<file path="src/rtl/display_driver.sv">
// rtl/display_driver.sv - four-digit multiplexed seven-segment driver with frame-atomic display updates.
module display_driver #(
  parameter int REFRESH_DIV = 50000,
  parameter bit BLANK_LZ    = 1'b1
) (
  input  logic       clk,
  input  logic       rst,
  input  logic [7:0] data_lsb,
  input  logic [7:0] data_msb,
  input  logic       load,
  output logic [6:0] seg,
  output logic [3:0] an,
  output logic       frame_done
);

  localparam int PW = (REFRESH_DIV > 1) ? $clog2(REFRESH_DIV) : 1;
  localparam logic [PW-1:0] PRESC_LAST = PW'(REFRESH_DIV - 1);

  logic [PW-1:0] presc;
  logic [1:0]    idx;
  logic [15:0]   shadow;
  logic [15:0]   display;
  logic          pending;

  logic          tick;
  logic          commit;
  logic [3:0]    nibble;
  logic          blank;
  logic [6:0]    seg_next;

  function automatic logic [6:0] hex_seg(input logic [3:0] n);
    case (n)
      4'h0:    hex_seg = 7'b1000000;
      4'h1:    hex_seg = 7'b1111001;
      4'h2:    hex_seg = 7'b0100100;
      4'h3:    hex_seg = 7'b0110000;
      4'h4:    hex_seg = 7'b0011001;
      4'h5:    hex_seg = 7'b0010010;
      4'h6:    hex_seg = 7'b0000010;
      4'h7:    hex_seg = 7'b1111000;
      4'h8:    hex_seg = 7'b0000000;
      4'h9:    hex_seg = 7'b0010000;
      4'hA:    hex_seg = 7'b0001000;
      4'hB:    hex_seg = 7'b0000011;
      4'hC:    hex_seg = 7'b1000110;
      4'hD:    hex_seg = 7'b0100001;
      4'hE:    hex_seg = 7'b0000110;
      default: hex_seg = 7'b0001110;
    endcase
  endfunction

  assign tick   = (presc == PRESC_LAST);
  assign commit = tick && (idx == 2'd3);

  // Decode always uses the committed display value, never the shadow.
  always_comb begin
    nibble = 4'h0;
    blank  = 1'b0;
    case (idx)
      2'd0: nibble = display[3:0];
      2'd1: nibble = display[7:4];
      2'd2: nibble = display[11:8];
      default: nibble = display[15:12];
    endcase
    if (BLANK_LZ) begin
      case (idx)
        2'd1:    blank = (display[15:4] == 12'h000);
        2'd2:    blank = (display[15:8] == 8'h00);
        2'd3:    blank = (display[15:12] == 4'h0);
        default: blank = 1'b0;
      endcase
    end
    seg_next = blank ? 7'b1111111 : hex_seg(nibble);
  end

  always_ff @(posedge clk or posedge rst) begin
    if (rst) begin
      presc <= '0;
      idx   <= 2'd0;
    end else begin
      presc <= tick ? '0 : presc + 1'b1;
      if (tick) idx <= idx + 2'd1;
    end
  end

  // A load coinciding with the commit goes straight to the display.
  always_ff @(posedge clk or posedge rst) begin
    if (rst) begin
      shadow  <= 16'h0000;
      display <= 16'h0000;
      pending <= 1'b0;
    end else if (commit) begin
      if (load) begin
        display <= {data_msb, data_lsb};
        shadow  <= {data_msb, data_lsb};
      end else if (pending) begin
        display <= shadow;
      end
      pending <= 1'b0;
    end else if (load) begin
      shadow  <= {data_msb, data_lsb};
      pending <= 1'b1;
    end
  end

  always_ff @(posedge clk or posedge rst) begin
    if (rst) begin
      seg        <= 7'b1000000;
      an         <= 4'b1110;
      frame_done <= 1'b0;
    end else begin
      seg        <= seg_next;
      an         <= ~(4'b0001 << idx);
      frame_done <= commit;
    end
  end

endmodule

</file>
<file path="config.mk">
export PLATFORM = sky130hd
export DESIGN_NAME = display_driver
export DESIGN_NICKNAME = d
export VERILOG_FILES = /design/src/rtl/display_driver.sv
export SDC_FILE = /design/constraint.sdc
export NUM_CORES = 1
export LEC_CHECK = 0
export ABC_AREA = 1
export CORE_UTILIZATION = 32
export DETAILED_ROUTE_END_ITERATION = 12
export GPL_TIMING_DRIVEN = 1
export PLACE_DENSITY = 0.54
export SYNTH_ARGS = -nofsm -noshare
export SYNTH_HDL_FRONTEND = slang
export SYNTH_SLANG_ARGS = --single-unit
</file>
<file path="constraint.sdc">
create_clock -name clk -period 2.38 [get_ports clk]
set_input_delay 0.476 -clock clk [delete_from_list [all_inputs] [get_ports clk]]
set_output_delay 0.476 -clock clk [all_outputs]
set_load 0.02 [all_outputs]
</file>
# Word level (Yosys, flattened, before mapping)
# Memory sizes are Yosys's and may differ from the RTL's.
# Index checks and enable logic that the tools add are counted.
# word_totals
mem_bits_ro	112
mem_count	1
register_bits	63
# classes
n_addsub	2
n_shift	1
mux	8
eq_ne	4
bitwise	1
n_reduce_logical	8
# mem_list
name	words	word_bits	read_ports	rd_clocked_by_memory_dff	wr	line_no	rtl
(name not given)	16	7	1	0	0	32	case (n)
# ops
operator	n
two-way mux 16 bit	3
adder 16 x 1 -> 16 bit, second input constant	1
== test 16 bit, second input constant	1
logical NOT 12 bit	1
one-hot mux 4 bit (3 select lines)	1
logical NOT 8 bit	1
two-way mux 7 bit	1
== test 2 bit, second input constant	2
logical NOT 4 bit	1
NOT 4 bit	1
nonzero test 2 bit	2
left shift 1 x 2 -> 4 bit, first input constant	1
one-hot mux 1 bit (3 select lines)	1
adder 2 x 1 -> 2 bit, second input constant	1
== test 2 x 1 -> 1 bit, second input constant	1
logical NOT 2 bit	1
two-way mux 1 bit	2
AND reduction 2 bit	1
logical AND 1 bit	1

# Longest topological paths before layout
# An unclocked memory read counts as a cell.
# depth
ltp_word	4
depth_mapped	11
ltp_nobuf	11

# Worst setup path after synthesis
# Ideal clock, no wire load.
# synth_path
kind	register to register
from	register idx[0]
to	register seg[3]
arrival_ps	1918
required_time_ps	2257
stages_incl_launch_ff	12
path_slack_ps	339
n_path_buf	0
setup_time_ps	123
path_cell_list	dfrtp_1 -> inv_1 -> ha_1 -> nand2_1 -> nand2_1 -> o21ai_0 -> inv_1 -> ha_1 -> nand3_1 -> nand3_1 -> nand2_1 -> nand2_1
# synth_via
elab_chain_len	4
word_cells_on_any_way	8
classes_between	eq/ne (3); mux (3); reduce/logical (1); memory (1)
# synth_rtl
item	line_no	rtl
start: declaration	20	logic [1:0] idx;
start signal: assignment	82	if (tick) idx <= idx + 2'd1;
== test 2 bit (tied with other cells)	59, 66	
one-hot mux 4 bit (3 select lines)	59	case (idx)
memory (16 x 7 bit)	-	
two-way mux 7 bit (*)	73	seg_next = blank ? 7'b1111111 : hex_seg(nibble);
net seg_next[3]	29	logic [6:0] seg_next;
end signal: assignment	112	seg <= seg_next;
end: declaration	11	output logic [6:0] seg,
# The timed path passes the listed nets; every way through them passes the cells marked *.
# A chain may end at the register's enable or synchronous reset.

# Worst setup path after layout
# Ends and elaborated chain as after synthesis.

==> results.md <==
* Status: completed
* Setup violators final at 0
* Final ANT Viol Nets at 0
* GP Congestion at ~0.8
* Max-cap violations at 0
* Synth top cells by count: nand2_1 (145), dfrtp_1 (59), nand3_1 (38)
* Critical Path Source Type: flip-flop
* FMAX at ~480 MHz
* YS warnings at 0
* CP delay by family, top: adder cells
* Leakage power at 2.06 nW
* Slew Viols, Final at 0
* Most used routing layer: met2
* Pwr Total at ~2.3 mW
* Max Clock Skew at ~0.013 ns
* Synthesis-stage register bit count at 63
* Clock-pin slew on the worst setup and hold paths at 0.07 ns
* Initial antenna violation count at 0
* Hold Buf Count CTS at 0
* Dpl hpwl at between 4000 and 5000 µm
* Via count at 2521
* Min-Delay Path Class: reg -> reg
* Final worst setup slack at 0.301 ns
* Top cells by area, synth: dfrtp_1 (46%), nand2_1 (17%), nand3_1 (5.9%)
* Cell variety after synth at 34
* Clock period minus worst slack at 2.08 ns
* N_diodes at 0
* Slew headroom at 59.3%
* Area leader, netlist: dfrtp_1
* Setup CP Type: reg -> reg
* Number of core rows at 36
* CP dominant cell by count: nand2_1
* M3 GR Usage at approximately 4.5%
* Clk_lat worst skew at around 0.34 ns
* Buf/Inv on CP at 2
* Die area at 10400 µm²
* I/O pins at 31
* Met2 Track Usage GR at 23.4%
* Share of the synthesized area in the top cell type at 46.0%
* Average size of a mapped cell at 8.36 µm²
* Die Y at 102 µm
* Cell Area, Synth at roughly 3200 µm²
* Overflow left after global routing at 0
* Die Wd at 102 µm
* CTS sink count at 63
* Final wirelength at 6590 µm
* Count leader, synth: nand2_1
* Initial DRC count at ~110
* Worst EP required at 2.65 ns
* FFs w/ async S/R, synth at 100%
* # resized after CTS at 0
* Crit end category: flip-flop
* Initial core utilization at 33.0%
* Crit path arrival time at 2.35 ns
* Setup total negative slack at 0 ns
* Setup bufs post-CTS at 0
* Synth Net Count at 416
* All-Layer GR Usage at 14.5%
* Met1 usage at between 10% and 20%
* H-Tree Depth at 3
* Worst Max-Slew Pin Slew at about 0.6 ns
* CP max FO at 6
* Largest net degree at the start of global routing at 24
* P per Cell Area at about 590 nW/µm²
* First-pass GRT wire length at 11600 µm
* Slowest Stage Delay on Critical Path at 0.41 ns
* Tcrit/Tclk final at about 87%
* Vias in the first global route at 2484
* Worst vdd ir at 240 µV
* Main synth FF type: dfrtp_1
* First drt pass iteration count at 4
* IO buf count at 30
* Clock tree buffer depth at 2
* RSZ-0062 raised after global routing: false
* Final hold vios at 0
* Place WS at 0.325 ns
* CTS tree: done
* Post-synth EDFFs at 0
* Per-cell routed wire length at around 12 µm
* Nets at 454
* Layout cell share with drive strength beyond 1 at 11.7%
* Core ar. at approximately 9700 µm²
* Vias per cell at approximately 4.5
* Mapped Cells at 384
* Post-synthesis sequential area ratio at 49.3%
* CTS buffer count at 9
* Final routed DRC violation total at 0
* Crit path max-delay cell type: dfrtp_1
* Cell Chain, Critical Path: inv_1 > ha_1 > nand2_1 > nand2_1 > o21bai_1 > ha_1 > inv_1 > nand3_1 > nand3_1 > nand2_1 > nand2_1
* Syn-to-layout area delta at 22.1%
* CTS root buf: clkbuf_8
-- stage by stage --
| step | area, µm² | cells | hold slack (ns) | utilization [%] |
|---|---|---|---|---|
| after floorplan | 3210 | 384 | 0.431 | - |
| after global placement | 3680 | 544 | 0.449 | 37.8 |
| after detailed placement | 3680 | 544 | 0.449 | 37.8 |
| after CTS | 3920 | 560 | 0.459 | 40.3 |
| after global routing | 3920 | 560 | 0.473 | 40.3 |
| final | 3920 | 560 | 0.456 | 40.3 |
-- worst paths after layout --
| kind | from | slack (ns) | depth (start not counted) | to |
|---|---|---|---|---|
| setup / recovery | idx[0] | 0.30 | 11 | seg[3] |
| hold / removal | presc[0] | 0.46 | 1 | presc[0] |
| setup reg to reg | idx[0] | 0.30 | 11 | seg[3] |
| hold reg to reg | presc[0] | 0.46 | 1 | presc[0] |
| max in group asynchronous | rst | 1.32 | 3 | an[2] |
| min in group asynchronous | rst | 0.50 | 2 | presc[7] |
-- final cells by class --
class                   instances  area, µm²
clock buffers                  12        165
clock inverters                 4       76.3
fillers                      1041       5810
inverters                      35        131
multi-input cells             278       1440
flip-flops and latches         63       1580
well taps                     133        166
repair buffers                 35        363
-- layout by cell type, fill, tap and decap left out, types with 2 or more instances in the layout --
cell type,count
a21oi_1,5
ha_1,13
nor3_1,3
bufinv_16,2
clkbuf_8,12
dfrtp_1,59
dfstp_2,4
o21bai_1,2
nand2_2,2
buf_4,3
buf_12,2
clkdlybuf4s50_1,30
nor2_8,2
nand2_1,145
nand3_1,38
inv_2,5
or2_0,2
nand4_1,3
xor2_1,4
o21ai_0,9
inv_1,30
nor3b_1,2
nor2_1,28
nand3_2,10
-- metal layers --
metal / wire length [µm] / share of wire [%] / vias to the layer above
met4: 102 / 1.5 / 0
li1: - / - / 1281
met3: 298 / 4.5 / 9
met5: 0 / 0 / -
met1: 3200 / 49 / 1175
met2: 2990 / 45 / 56
-- power breakdown --
group / leakage [nW] / internal (mW) / switching (mW)
combinational: 1.12 / 0.0444 / 0.0563
sequential: 0.818 / 1.09 / 0.00636
clock: 0.119 / 0.677 / 0.424
-- flip-flops by register name (all words and copies together), names as in the netlist --
| signal | count |
|---|---|
| presc | 16 |
| pending | 1 |
| frame_done | 1 |
| shadow | 16 |
| seg | 7 |
| an | 4 |
| idx | 2 |
| display | 16 |
-- cell families (layout without fill, tap and decap cells) --
family / Yosys count / in the layout / synth area share (%)
simple gates: 243 / 243 / 35.6
buf+inv: 43 / 86 / 5.96
xor+xnor: 4 / 4 / 1.09
compound gates: 18 / 18 / 3.04
flops: 63 / 63 / 49.3
fa+ha+maj: 13 / 13 / 5.07
(Power assumes the default switching activity.)
